<file path="src/rtl/pc_sequencer_if.sv">
// Fetch-control bundle between the instruction decoder/ALU (master) and the
// program-counter sequencer (slave).
interface pc_sequencer_if #(
    parameter int PC_W  = 10,
    parameter int REL_W = 6
);
    logic                    Start;
    logic                    Halt;
    logic                    Branch;
    logic                    BrRel;
    logic                    Taken;
    logic [PC_W-1:0]         Target;
    logic signed [REL_W-1:0] Offset;
    logic                    Call;
    logic                    Ret;
    logic [PC_W-1:0]         PC;
    logic                    Running;
    logic                    Done;
    logic                    StackErr;

    modport master (
        output Start, Halt, Branch, BrRel, Taken, Target, Offset, Call, Ret,
        input  PC, Running, Done, StackErr
    );

    modport slave (
        input  Start, Halt, Branch, BrRel, Taken, Target, Offset, Call, Ret,
        output PC, Running, Done, StackErr
    );
endinterface

</file>
<file path="src/rtl/pc_sequencer.sv">
// Program-counter sequencer: IDLE/RUN/HALTED control, absolute and
// flag-qualified relative branches, and a hardware return-address stack.
module pc_sequencer #(
    parameter int PC_W        = 10,
    parameter int REL_W       = 6,
    parameter int STACK_DEPTH = 4,
    parameter int START_ADDR  = 0
) (
    input  logic          clk,
    input  logic          Init_n,
    pc_sequencer_if.slave bus
);

    localparam int SP_W  = $clog2(STACK_DEPTH + 1);
    localparam int IDX_W = (STACK_DEPTH > 1) ? $clog2(STACK_DEPTH) : 1;
    localparam logic [PC_W-1:0] START_PC = PC_W'(START_ADDR);
    localparam logic [SP_W-1:0] SP_FULL  = SP_W'(STACK_DEPTH);
    localparam logic [SP_W-1:0] SP_ONE   = SP_W'(1);

    typedef enum logic [1:0] {
        IDLE   = 2'd0,
        RUN    = 2'd1,
        HALTED = 2'd2
    } state_t;

    state_t          state, state_nxt;
    logic [PC_W-1:0] pc, pc_nxt;
    logic [SP_W-1:0] sp, sp_nxt;
    logic            err, err_nxt;
    logic            running, done;
    logic            push;
    logic [PC_W-1:0] stack [STACK_DEPTH];

    logic [IDX_W-1:0] wr_idx, top_idx;
    logic [PC_W-1:0]  pc_plus1;

    function automatic logic [PC_W-1:0] pc_inc(input logic [PC_W-1:0] base);
        return base + PC_W'(1);
    endfunction

    // Offset is sign-extended to PC width; the sum wraps modulo 2**PC_W.
    function automatic logic [PC_W-1:0] pc_rel(input logic [PC_W-1:0] base,
                                               input logic signed [REL_W-1:0] off);
        logic signed [PC_W-1:0] ext;
        ext = PC_W'(off);
        return base + ext;
    endfunction

    assign wr_idx   = IDX_W'(sp);
    assign top_idx  = IDX_W'(sp - SP_ONE);
    assign pc_plus1 = pc_inc(pc);

    always_ff @(posedge clk or negedge Init_n) begin
        if (!Init_n) begin
            state <= IDLE;
        end else begin
            state <= state_nxt;
        end
    end

    always_comb begin
        state_nxt = state;
        pc_nxt    = pc;
        sp_nxt    = sp;
        err_nxt   = err;
        push      = 1'b0;
        unique case (state)
            IDLE, HALTED: begin
                if (bus.Start) begin
                    state_nxt = RUN;
                    pc_nxt    = START_PC;
                    sp_nxt    = '0;
                    err_nxt   = 1'b0;
                end
            end
            RUN: begin
                if (bus.Halt) begin
                    state_nxt = HALTED;
                end else if (bus.Ret) begin
                    if (sp == '0) begin
                        pc_nxt  = pc_plus1;
                        err_nxt = 1'b1;
                    end else begin
                        pc_nxt = stack[top_idx];
                        sp_nxt = sp - SP_ONE;
                    end
                end else if (bus.Call) begin
                    // The jump is taken even when the return address cannot be saved.
                    pc_nxt = bus.Target;
                    if (sp == SP_FULL) begin
                        err_nxt = 1'b1;
                    end else begin
                        push   = 1'b1;
                        sp_nxt = sp + SP_ONE;
                    end
                end else if (bus.Branch) begin
                    if (!bus.BrRel) begin
                        pc_nxt = bus.Target;
                    end else if (bus.Taken) begin
                        pc_nxt = pc_rel(pc, bus.Offset);
                    end else begin
                        pc_nxt = pc_plus1;
                    end
                end else begin
                    pc_nxt = pc_plus1;
                end
            end
            default: begin
                state_nxt = IDLE;
            end
        endcase
    end

    always_ff @(posedge clk or negedge Init_n) begin
        if (!Init_n) begin
            pc      <= START_PC;
            sp      <= '0;
            err     <= 1'b0;
            running <= 1'b0;
            done    <= 1'b0;
        end else begin
            pc      <= pc_nxt;
            sp      <= sp_nxt;
            err     <= err_nxt;
            running <= (state_nxt == RUN);
            done    <= (state_nxt == HALTED);
        end
    end

    // Entries above sp are don't-care, so the array itself needs no reset.
    always_ff @(posedge clk) begin
        if (push) begin
            stack[wr_idx] <= pc_plus1;
        end
    end

    assign bus.PC       = pc;
    assign bus.Running  = running;
    assign bus.Done     = done;
    assign bus.StackErr = err;

endmodule

</file>
<file path="src/flat_wrapper.sv">
// flat-port wrapper written by rule: the top's interface ports become plain ports
module pc_sequencer_flat 
#(
    parameter int PC_W        = 10,
    parameter int REL_W       = 6,
    parameter int STACK_DEPTH = 4,
    parameter int START_ADDR  = 0
)
  (clk, Init_n, bus_Start, bus_Halt, bus_Branch, bus_BrRel, bus_Taken, bus_Target, bus_Offset, bus_Call, bus_Ret, bus_PC, bus_Running, bus_Done, bus_StackErr);
  pc_sequencer_if #(.PC_W(PC_W), .REL_W(REL_W)) bus_i ();
  input  logic clk;
  input  logic Init_n;
  input wire logic [$bits(bus_i.Start)-1:0] bus_Start;
  input wire logic [$bits(bus_i.Halt)-1:0] bus_Halt;
  input wire logic [$bits(bus_i.Branch)-1:0] bus_Branch;
  input wire logic [$bits(bus_i.BrRel)-1:0] bus_BrRel;
  input wire logic [$bits(bus_i.Taken)-1:0] bus_Taken;
  input wire logic [$bits(bus_i.Target)-1:0] bus_Target;
  input wire logic [$bits(bus_i.Offset)-1:0] bus_Offset;
  input wire logic [$bits(bus_i.Call)-1:0] bus_Call;
  input wire logic [$bits(bus_i.Ret)-1:0] bus_Ret;
  output wire logic [$bits(bus_i.PC)-1:0] bus_PC;
  output wire logic [$bits(bus_i.Running)-1:0] bus_Running;
  output wire logic [$bits(bus_i.Done)-1:0] bus_Done;
  output wire logic [$bits(bus_i.StackErr)-1:0] bus_StackErr;
  assign bus_i.Start = bus_Start;
  assign bus_i.Halt = bus_Halt;
  assign bus_i.Branch = bus_Branch;
  assign bus_i.BrRel = bus_BrRel;
  assign bus_i.Taken = bus_Taken;
  assign bus_i.Target = bus_Target;
  assign bus_i.Offset = bus_Offset;
  assign bus_i.Call = bus_Call;
  assign bus_i.Ret = bus_Ret;
  assign bus_PC = bus_i.PC;
  assign bus_Running = bus_i.Running;
  assign bus_Done = bus_i.Done;
  assign bus_StackErr = bus_i.StackErr;
  pc_sequencer #(.PC_W(PC_W), .REL_W(REL_W), .STACK_DEPTH(STACK_DEPTH), .START_ADDR(START_ADDR)) u_core (.clk(clk), .Init_n(Init_n), .bus(bus_i));
endmodule
</file>
<file path="config.mk">
export PLATFORM = sky130hd
export DESIGN_NAME = pc_sequencer_flat
export DESIGN_NICKNAME = d
export VERILOG_FILES = /design/src/rtl/pc_sequencer_if.sv /design/src/rtl/pc_sequencer.sv /design/src/flat_wrapper.sv
export SDC_FILE = /design/constraint.sdc
export NUM_CORES = 1
export LEC_CHECK = 0
export ABC_CLOCK_PERIOD_IN_PS = 7800
export CORE_AREA = 2 2 79 81
export CTS_CLUSTER_DIAMETER = 100
export DETAILED_ROUTE_END_ITERATION = 16
export DIE_AREA = 0 0 81 83
export PLACE_DENSITY = 0.79
export SLEW_MARGIN = 30
export SYNTH_ARGS = -nofsm -noshare
export SYNTH_HDL_FRONTEND = slang
export SYNTH_SLANG_ARGS = --single-unit
</file>
<file path="constraint.sdc">
create_clock -name clk -period 7.8 [get_ports clk]
set_clock_uncertainty 0.2 [all_clocks]
set_input_delay 2.34 -clock clk [delete_from_list [all_inputs] [get_ports clk]]
set_output_delay 2.34 -clock clk [all_outputs]
set_load 0.1 [all_outputs]
</file>
==> results by group, run 1 <==
Global routing
  – Initial antenna violation count: 0
  – First-pass GRT wire length: ~13 mm
  – Largest net degree at the start of global routing: 21
  – Vias in the first global route: approximately 2,500
  – Tot GR Track Use: 26.3%
  – GRT overflow: 0

STA
  – Relative slew slack: 35.2%
  – Post-layout minimum cycle time: 4.64 ns
  – Worst hold slack: 0.320 ns
  – RSZ-0062 raised after global routing: no
  – Final hold violations: 0
  – Final period util: 59.5%
  – Setup tns final: 0 ns
  – Slew Viols, Final: 0
  – Fmax achieved: 0.216 GHz
  – Worst Tran Pin Value: 0.969 ns
  – Count of final setup violators: 0

Synthesis
  – Simple-Gate Fraction of Synth Area: 13.1%
  – Syn_area_per_cell: approximately 11 um^2
  – Yosys warnings: 0
  – Largest family of logic cells by synthesized area: compound AO/OA/AOI/OAI gates
  – Post-synth top area cell: edfxtp_1
  – Top-count cell post-synth: edfxtp_1
  – EDFF count, synth: 40
  – Ys flop type: edfxtp_1
  – Most frequent cells after synthesis: 40 x edfxtp_1, 22 x nand2_1, 19 x nor2_1, 18 x dfrtp_1, 18 x o21ai_0
  – Synthesized area: 3450 um^2
  – Sequential-to-total area share from yosys stat: 47.9%
  – Synth top area cells: edfxtp_1 35%, dfrtp_1 13%, mux4_2 6.5%
  – Fraction of registers with async set/reset: 31.0%
  – Yosys reg bits: 58
  – Top cell type's share of synthesized area: about a third
  – Post-Synth Adder-Cell Area: 6.38%
  – Post-synthesis xor/xnor area fraction: 3.05%
  – Mux contribution to synthesized area: 8.30%
  – Post-Synthesis Cells: 301
  – Compound-Gate Fraction of Synth Area: 18.0%
  – Syn_nets: ~340
  – Synth unique cells: 64

Cells and area
  – # fillers: roughly 440
  – Share of cells above drive strength 1: between 10% and 20%
  – Final nets: 381
  – N_diodes: 0
  – Reg area: 1650 um^2
  – P&R area growth vs syn: 18.3%
  – Area occupied by multi-input gates: around 1700 um^2

Power and ir drop
  – Pwr/cell area: 376 nW/um^2
  – Worst IR Drop VDD: 0.278 mV
  – Post-layout power: ~0.0015 W
  – Static Leak: 1.50 nW

Route
  – Count of antenna-violating nets left after detailed routing: 0
  – Vias per cell: 6.37
  – DR DRC count: 0
  – TritonRoute pass-1 iters: 5
  – Final wirelength: 8.25 mm
  – 1st-iter DRT viols: 286
  – Vias: 2,670
  – Routed wire per std cell: 19.7 um

Die
  – Core area: 5820 um^2
  – Boundary pin count: 38
  – Die footprint: 6720 um^2
  – Rows: 28
  – Die width: 81 um
  – Initial cell density of the core: 59.3%
  – Die height: roughly 83 um

Setup path
  – Required time of the critical path: 5.26 ns
  – CP max stage delay: 1.21 ns
  – Slowest stage cell on the critical path: clkdlybuf4s50_1
  – Arrival time at the worst endpoint: 2.10 ns
  – Setup CP Type: register to primary output
  – CP Cell Sequence: clkdlybuf4s50_1
  – Crit end category: primary output
  – CP max FO: 6
  – CP top delay family: buffers and inverters
  – Critical path buffer and inverter count: 1
  – Worst setup SP type: register

Clock network
  – Clock-pin slew on the worst setup and hold paths: 0.07 ns
  – Clock Latency Late Sink: 0.35 ns
  – Sink Count: just under 60
  – Root buffer cell: clkbuf_8
  – CTS Buf Count: 9
  – Hold buffer count at cts: 0
  – TritonCTS clock tree: built
  – Post-CTS Setup Bufs: 0
  – Maximum clock path buffer count: 2
  – H-tree depth reported by CTS: 3
  – Post-CTS sizing: 0

Placed design
  – Gpl congestion: 0.920
  – DP Wirelength: 5.98 mm
  – Port bufs: 37

Outcome
  – Status: complete, no violations

Flow run
  – Max Cap Violations: 0

Min path
  – Hold Crit Class: register to register
logic make-up after synthesis:
| family | Yosys count |
|---|---|
| DFF | 58 |
| adders and majority gates | 17 |
| and+or+nand+nor | 85 |
| muxes | 16 |
| AOI/OAI and AO/OA | 85 |
| xor gates and xnor gates | 12 |
| buffers and inverters | 28 |
routing by layer:
layer / wire length [um] / up-vias / global-route usage (%)
met1: 3610 / 1301 / 38.5
met5: 0 / - / 0
met3: 579 / 16 / 5.43
met4: 110 / 0 / 9.55
met2: 3940 / 125 / 38.6
li1: - / 1228 / -
final timing paths:
| kind | from | endpoint | slack, ns | cells past startpoint |
|---|---|---|---|---|
| setup / recovery | u_core.bus.PC[4]$_DFFE_PN0P_ | bus_PC[4] | 3.16 | 1 |
| min in group asynchronous | Init_n | u_core.state[1]$_DFF_PN0_ | 1.73 | 1 |
| hold reg to reg | u_core.bus.StackErr$_DFFE_PN0P_ | u_core.bus.StackErr$_DFFE_PN0P_ | 0.32 | 1 |
| setup reg to reg | u_core.sp[0]$_DFFE_PN0P_ | u_core.bus.PC[8]$_DFFE_PN0P_ | 4.61 | 6 |
| max in group asynchronous | Init_n | u_core.bus.PC[5]$_DFFE_PN0P_ | 5.36 | 1 |
| hold / removal | u_core.bus.StackErr$_DFFE_PN0P_ | u_core.bus.StackErr$_DFFE_PN0P_ | 0.32 | 1 |
report_power, final:
group          leakage [nW]  switching (W)  internal [W]
Sequential            0.596      0.0000739      0.000405
Combinational         0.801       0.000500      0.000250
Clock                 0.107       0.000126      0.000179
worst reg2reg max path: cells and delay by family, from the launching register on:
| family | cells | cell delay, ns |
|---|---|---|
| fa+ha+maj | 1 | 0.66 |
| buf+inv | 1 | 0.23 |
| mux | 1 | 0.40 |
| compound gates | 3 | 0.74 |
| flops | 1 | 0.82 |
per-stage QoR:
stage	util (%)	setup slack (ns)	std cells	area, um^2
after floorplan	-	3.72	301	3450
after global placement	66.5	2.99	403	3870
after detailed placement	66.5	2.89	403	3870
after CTS	70.3	3.15	419	4090
after global routing	70.2	3.07	419	4080
final	70.2	3.16	419	4080
state kept, by name (all words and copies together), names as in the netlist:
register,count
u_core.bus.Done,1
u_core.sp,3
u_core.bus.Running,1
u_core.state,2
u_core.bus.PC,10
u_core.stack,40
u_core.bus.StackErr,1
layout make-up:
type                            instances  area share [%]
Multi-Input combinational cell        215            41.3
Sequential cell                        58            40.5
Timing Repair Buffer                   37            8.95
Inverter                               18            1.66
Clock inverter                          7            2.30
Clock buffer                            9            3.03
Tap cell                               75            2.30
layout by cell type, fill, tap and decap left out, types with 6 or more instances in the layout:
cell type        instances
edfxtp_1                40
clkdlybuf4s50_1         36
nand2_1                 22
nor2_1                  19
o21ai_0                 18
dfrtp_1                 18
inv_1                   16
ha_1                    16
nand3_1                 12
a21oi_1                 12
mux4_2                  10
clkbuf_8                 9
xnor2_1                  8
o21a_1                   6
o211ai_1                 6
No activity file was read; power rests on OpenSTA's default activity.
==> inputs of run 2 (changes only) <==
--- a/config.mk
+++ b/config.mk
@@ -5,12 +5,12 @@
 export SDC_FILE = /design/constraint.sdc
 export NUM_CORES = 1
 export LEC_CHECK = 0
-export ABC_CLOCK_PERIOD_IN_PS = 7800
-export CORE_AREA = 2 2 79 81
+export ABC_CLOCK_PERIOD_IN_PS = 4700
+export CORE_AREA = 2 2 81 83
 export CTS_CLUSTER_DIAMETER = 100
 export DETAILED_ROUTE_END_ITERATION = 16
-export DIE_AREA = 0 0 81 83
-export PLACE_DENSITY = 0.79
+export DIE_AREA = 0 0 83 85
+export PLACE_DENSITY = 0.75
 export SLEW_MARGIN = 30
 export SYNTH_ARGS = -nofsm -noshare
 export SYNTH_HDL_FRONTEND = slang
==> constraint.sdc (replaced) <==
create_clock -name clk -period 4.7 [get_ports clk]
set_clock_uncertainty 0.2 [all_clocks]
set_input_delay 1.41 -clock clk [delete_from_list [all_inputs] [get_ports clk]]
set_output_delay 1.41 -clock clk [all_outputs]
set_load 0.1 [all_outputs]
==> run 2 against run 1 <==
Clock-buffer cell count unchanged. Hold slack worse by 0.030 ns. Sequential power up 62%. Sequential share of layout area up 0.16 points. Clock power up 29%. Largest cell class unchanged.
==> results by group, run 2 (synthesized netlist as in run 1, its figures left out) <==
Cells and area
  – Reg area: 1650 um^2 (unchanged)
  – Flip-flop count of the largest register after layout: 40 (unchanged)
  – Share of cells above drive strength 1: 12.9% (was 11.9%)
  – Commonest non-fill, non-tap cell in the layout: edfxtp_1 (unchanged)
  – Largest Register: u_core.stack (unchanged)
  – Final nets: 385 (was 381)
  – # fillers: 463 (was 442)
  – Area occupied by multi-input gates: 1690 um^2 (unchanged)
  – P&R area growth vs syn: 17.8% (was 18.3%)
  – Most frequent cells in the layout: 40 x edfxtp_1, 36 x clkdlybuf4s50_1, 22 x nand2_1, 19 x nor2_1 (unchanged)
  – N_diodes: 0 (unchanged)
  – Final Non-Filler Cells: 425 (was 419)

Global routing
  – GRT overflow: 0 (unchanged)
  – Initial antenna violation count: 0 (unchanged)
  – First-pass GRT wire length: 12.8 mm (was 13.0 mm)
  – Tot GR Track Use: 23.5% (was 26.3%)
  – Vias in the first global route: 2,523 (was 2,522)
  – Largest net degree at the start of global routing: 19 (was 21)

Die
  – Die width: 83 um (was 81 um)
  – Rows: 29 (was 28)
  – Die height: 85 um (was 83 um)
  – Initial cell density of the core: 55.6% (was 59.3%)
  – Core area: 6200 um^2 (was 5820 um^2)
  – Boundary pin count: 38 (unchanged)
  – Die footprint: 7060 um^2 (was 6720 um^2)

Power and ir drop
  – Worst IR Drop VDD: 0.647 mV (was 0.278 mV)
  – Static Leak: 1.50 nW (about the same)
  – Pwr/cell area: 598 nW/um^2 (was 376 nW/um^2)

Setup path
  – CP Cell Sequence: clkdlybuf4s50_1 (unchanged)
  – Crit end category: primary output (unchanged)
  – CP top delay family: buffers and inverters (unchanged)
  – Worst setup SP type: register (unchanged)
  – CP max stage delay: 1.21 ns (about the same)
  – Reg2reg path depth: 7 (was 6)
  – Critical path buffer and inverter count: 1 (unchanged)
  – Arrival time at the worst endpoint: 2.10 ns (about the same)
  – CP max FO: 7 (was 6)
  – Setup CP Type: register to primary output (unchanged)
  – Slowest stage cell on the critical path: clkdlybuf4s50_1 (unchanged)
  – Required time of the critical path: 3.09 ns (was 5.26 ns)
  – Crit. path cell count: 1 (unchanged)

STA
  – Worst Tran Pin Value: 0.975 ns (was 0.969 ns)
  – Count of final setup violators: 0 (unchanged)
  – Worst hold slack: 0.291 ns (was 0.320 ns)
  – Fmax achieved: 0.269 GHz
  – Setup tns final: 0 ns (unchanged)
  – Final hold violations: 0 (unchanged)
  – Relative slew slack: 34.8% (was 35.2%)
  – Setup ws final: 0.988 ns (was 3.16 ns)
  – Slew Viols, Final: 0 (unchanged)
  – Final period util: about four fifths
  – Post-layout minimum cycle time: about 3.7 ns
  – RSZ-0062 raised after global routing: no (unchanged)

Outcome
  – Status: complete, no violations (unchanged)

Route
  – 1st-iter DRT viols: 222 (was 286)
  – Routed wire per std cell: 18.7 um (was 19.7 um)
  – Vias per cell: 5.95 (was 6.37)
  – DR DRC count: 0 (unchanged)
  – Final wirelength: 7.94 mm (was 8.25 mm)
  – TritonRoute pass-1 iters: 4 (was 5)
  – Count of antenna-violating nets left after detailed routing: 0 (unchanged)
  – Vias: 2,530 (was 2,670)

Clock network
  – Sink Count: 58 (unchanged)
  – CTS Buf Count: 9 (unchanged)
  – Post-CTS sizing: 0 (unchanged)
  – H-tree depth reported by CTS: 3 (unchanged)
  – Root buffer cell: clkbuf_8 (unchanged)
  – Clock-pin slew on the worst setup and hold paths: 0.07 ns (about the same)
  – TritonCTS clock tree: built (unchanged)
  – Post-CTS Setup Bufs: 0 (unchanged)
  – Maximum clock path buffer count: 2 (unchanged)
  – Hold buffer count at cts: 0 (unchanged)
  – Clock Latency Late Sink: 0.33 ns (was 0.35 ns)

Placed design
  – Placed cell count: 409 (was 403)
  – Place WS: 0.841 ns (was 2.89 ns)
  – DP Wirelength: 5.98 mm (about the same)
  – Gpl congestion: 0.855 (was 0.920)
  – Port bufs: 37 (unchanged)

Min path
  – Hold Crit Class: register to register (unchanged)
  – Hold path cells: 1 (unchanged)

Flow run
  – Max Cap Violations: 0 (unchanged)
==> run 2: layout make-up <==
type	count	area share, %
Multi-Input combinational cell	215	41.5
Sequential cell	58	40.6
Clock inverter	7	1.11
Timing Repair Buffer	41	9.73
Inverter	18	1.66
Tap cell	77	2.37
Clock buffer	9	3.05
==> run 2: final timing paths <==
path	slack (ns)	from	end
worst max register to register	1.86	u_core.sp[0]$_DFFE_PN0P_	u_core.bus.PC[8]$_DFFE_PN0P_
worst min register to register	0.29	u_core.bus.StackErr$_DFFE_PN0P_	u_core.bus.StackErr$_DFFE_PN0P_
min in group asynchronous	0.81	Init_n	u_core.sp[0]$_DFFE_PN0P_
worst min-delay path	0.29	u_core.bus.StackErr$_DFFE_PN0P_	u_core.bus.StackErr$_DFFE_PN0P_
max in group asynchronous	3.18	Init_n	u_core.bus.PC[4]$_DFFE_PN0P_
worst max-delay path	0.99	u_core.bus.PC[3]$_DFFE_PN0P_	bus_PC[3]
==> run 2: power by group <==
group | total [W] | internal (W) | leakage [nW] | switching [W]
combinational | 0.00126 | 0.000423 | 0.821 | 0.000840
clock | 0.000394 | 0.000189 | 0.0791 | 0.000205
sequential | 0.000774 | 0.000673 | 0.596 | 0.000101
==> run 2: through the flow <==
stage	instance area, um^2	utilization [%]	power, W
finish	4070	65.5	0.00243
global route	4070	65.5	0.00257
CTS	4070	65.6	0.00244
detailed placement	3900	62.9	0.00204
global placement	3900	62.9	0.00203
floorplan	3450	-	0.00172
==> run 2: layer usage <==
layer	vias up	wire [um]	global-route usage, %
li1	1238	-	-
met1	1208	3590	32.1
met2	77	3790	37.4
met3	7	471	4.57
met4	0	83	9.24
met5	-	0	0
==> inputs of run 3 (changes only) <==
--- a/config.mk
+++ b/config.mk
@@ -5,7 +5,7 @@
 export SDC_FILE = /design/constraint.sdc
 export NUM_CORES = 1
 export LEC_CHECK = 0
-export ABC_CLOCK_PERIOD_IN_PS = 4700
+export ABC_CLOCK_PERIOD_IN_PS = 3600
 export CORE_AREA = 2 2 81 83
 export CTS_CLUSTER_DIAMETER = 100
 export DETAILED_ROUTE_END_ITERATION = 16
==> constraint.sdc (replaced) <==
create_clock -name clk -period 3.6 [get_ports clk]
set_clock_uncertainty 0.2 [all_clocks]
set_input_delay 1.08 -clock clk [delete_from_list [all_inputs] [get_ports clk]]
set_output_delay 1.08 -clock clk [all_outputs]
set_load 0.1 [all_outputs]
==> run 3 against run 2 <==
Total power grew 36%. First-iteration DRC count shrank 30%. Die area is the same. Combinational power grew 30%. Wire length grew 1.9%. Sequential share of layout area shrank 0.72 points. Via count grew 4.0%. Core utilization grew 1.2 points. Clock-buffer cell count grew 2. Sequential power grew 32%. Critical path depth grew 7. Register-to-register slack lost 0.76 ns. Critical endpoint is now u_core.bus.PC[9]$_DFFE_PN0P_.
==> results by group, run 3 (synthesized netlist as in run 1, its figures left out) <==
Cells and area
  – Commonest non-fill, non-tap cell in the layout: edfxtp_1 (unchanged)
  – Reg area: 1650 um^2 (unchanged)
  – Flip-flop count of the largest register after layout: 40 (unchanged)
  – # fillers: 497 (was 463)
  – Most frequent cells in the layout: 40 x edfxtp_1, 25 x buf_4, 24 x clkdlybuf4s50_1, 22 x nand2_1, 19 x nor2_1 (was 40 x edfxtp_1, 36 x clkdlybuf4s50_1, 22 x nand2_1, 19 x nor2_1)
  – Share of cells above drive strength 1: 17.7% (was 12.9%)
  – Area occupied by multi-input gates: 1690 um^2 (unchanged)
  – Design area: 4140 um^2 (was 4070 um^2)
  – P&R area growth vs syn: 19.9% (was 17.8%)
  – N_diodes: 0 (unchanged)
  – Final nets: 393 (was 385)
  – Largest Register: u_core.stack (unchanged)

Route
  – Routed wire per std cell: 18.7 um (about the same)
  – Vias: 2,632 (was 2,530)
  – Final wirelength: 8.09 mm (was 7.94 mm)
  – Vias per cell: 6.08 (was 5.95)
  – DR DRC count: 0 (unchanged)
  – 1st-iter DRT viols: 155 (was 222)
  – Count of antenna-violating nets left after detailed routing: 0 (unchanged)
  – TritonRoute pass-1 iters: 5 (was 4)

Die
  – Rows: 29 (unchanged)
  – Die height: 85 um (unchanged)
  – Boundary pin count: 38 (unchanged)
  – Die width: 83 um (unchanged)
  – Die footprint: 7060 um^2 (unchanged)
  – Core area: 6200 um^2 (unchanged)
  – Initial cell density of the core: 55.6% (unchanged)

Setup path
  – Arrival time at the worst endpoint: 3.31 ns (was 2.10 ns)
  – Crit end category: register (was primary output)
  – Required time of the critical path: 3.68 ns (was 3.09 ns)
  – Worst setup SP type: primary input (was register)
  – CP max FO: 8 (was 7)
  – Setup CP Type: primary input to register (was register to primary output)

Clock network
  – CTS Buf Count: 9 (unchanged)
  – Post-CTS Setup Bufs: 0 (unchanged)
  – H-tree depth reported by CTS: 3 (unchanged)
  – Maximum clock path buffer count: 2 (unchanged)
  – TritonCTS clock tree: built (unchanged)
  – Sink Count: 58 (unchanged)
  – Post-CTS sizing: 0 (unchanged)
  – Root buffer cell: clkbuf_8 (unchanged)
  – Clock Latency Late Sink: 0.34 ns (was 0.33 ns)
  – Hold buffer count at cts: 0 (unchanged)
  – Clock-pin slew on the worst setup and hold paths: 0.06 ns (was 0.07 ns)

STA
  – Setup tns final: 0 ns (unchanged)
  – Fmax achieved: ~0.31 GHz
  – Relative slew slack: 39.9% (was 34.8%)
  – Setup ws final: 0.371 ns (was 0.988 ns)
  – Final hold violations: 0 (unchanged)
  – Worst hold slack: 0.302 ns (was 0.291 ns)
  – RSZ-0062 raised after global routing: no (unchanged)
  – Worst Tran Pin Value: 0.898 ns (was 0.975 ns)
  – Final period util: 89.7%
  – Slew Viols, Final: 0 (unchanged)
  – Post-layout minimum cycle time: 3.23 ns
  – Count of final setup violators: 0 (unchanged)

Placed design
  – Post-DP Area: 3930 um^2 (was 3900 um^2)
  – DP Wirelength: 6.06 mm (was 5.98 mm)
  – Port bufs: 37 (unchanged)
  – Place WS: 0.0836 ns (was 0.841 ns)
  – Gpl congestion: 0.882 (was 0.855)

Global routing
  – Tot GR Track Use: 24.2% (was 23.5%)
  – Largest net degree at the start of global routing: 19 (unchanged)
  – First-pass GRT wire length: 13.4 mm (was 12.8 mm)
  – Vias in the first global route: 2,709 (was 2,523)
  – Initial antenna violation count: 0 (unchanged)
  – GRT overflow: 0 (unchanged)

Power and ir drop
  – Static Leak: 1.57 nW (was 1.50 nW)
  – Worst IR Drop VDD: 0.827 mV (was 0.647 mV)
  – Pwr/cell area: 799 nW/um^2 (was 598 nW/um^2)

Min path
  – Hold Crit Class: register to register (unchanged)

Flow run
  – Max Cap Violations: 0 (unchanged)

Outcome
  – Status: complete, no violations (unchanged)
==> run 3: cell count changes in the layout (fill, tap and decap cells not counted), moves of 2 or more <==
cell             change
clkbuf_1             +2
buf_4               +21
clkdlybuf4s50_1     -12
bufinv_16            +2
clkinv_2             -2
==> run 3: worst max-delay path, stage by stage <==
cell	delay (ns)
clkdlybuf4s50_1	0.50
ha_1	0.41
a21o_2	0.23
a21o_1	0.17
a21oi_1	0.18
nand3_1	0.09
a2111oi_0	0.47
a311o_2	0.18
==> run 3: final timing paths <==
kind,cells after the start,slack (ns),endpoint,from
max,8,0.37,u_core.bus.PC[9]$_DFFE_PN0P_,bus_Offset[5]
min,1,0.30,u_core.bus.StackErr$_DFFE_PN0P_,u_core.bus.StackErr$_DFFE_PN0P_
max reg2reg,7,1.10,u_core.bus.PC[9]$_DFFE_PN0P_,u_core.bus.PC[2]$_DFFE_PN0P_
min reg2reg,1,0.30,u_core.bus.StackErr$_DFFE_PN0P_,u_core.bus.StackErr$_DFFE_PN0P_
max in group asynchronous,1,1.60,u_core.bus.PC[2]$_DFFE_PN0P_,Init_n
min in group asynchronous,1,1.04,u_core.sp[0]$_DFFE_PN0P_,Init_n
==> run 3: layer usage <==
metal  vias to the layer above  GRT usage (%)  wire [um]  share of wire (%)
met1                      1266           32.4       3590                 44
met4                         0           8.64        174                2.2
met3                        14           3.50        450                5.6
met2                        98           40.7       3880                 48
met5                         -              0          0                  0
li1                       1254              -          -                  -
==> run 3: through the flow <==
stage / utilization (%) / power [W] / std cells
2_1_floorplan: - / 0.00224 / 301
3_3_place_gp: 63.3 / 0.00263 / 417
3_5_place_dp: 63.3 / 0.00265 / 417
4_1_cts: 66.7 / 0.00330 / 433
5_1_grt: 66.7 / 0.00348 / 433
6_report: 66.7 / 0.00331 / 433
==> run 3: final cells by class <==
cell class | instances | share of cell area, %
tap | 77 | 2.33
clock buffer | 11 | 3.17
timing repair buffer | 49 | 10.3
multi-input combinational | 215 | 40.7
sequential | 58 | 39.9
inverter | 18 | 1.63
clock inverter | 5 | 1.90
==> run 3: power by group <==
group,internal (W),switching [W],total (W),leakage [nW]
logic,0.000541,0.00110,0.00164,0.881
clock network,0.000388,0.000258,0.000645,0.0972
registers,0.000878,0.000139,0.00102,0.596
total,0.00181,0.00150,0.00331,1.57
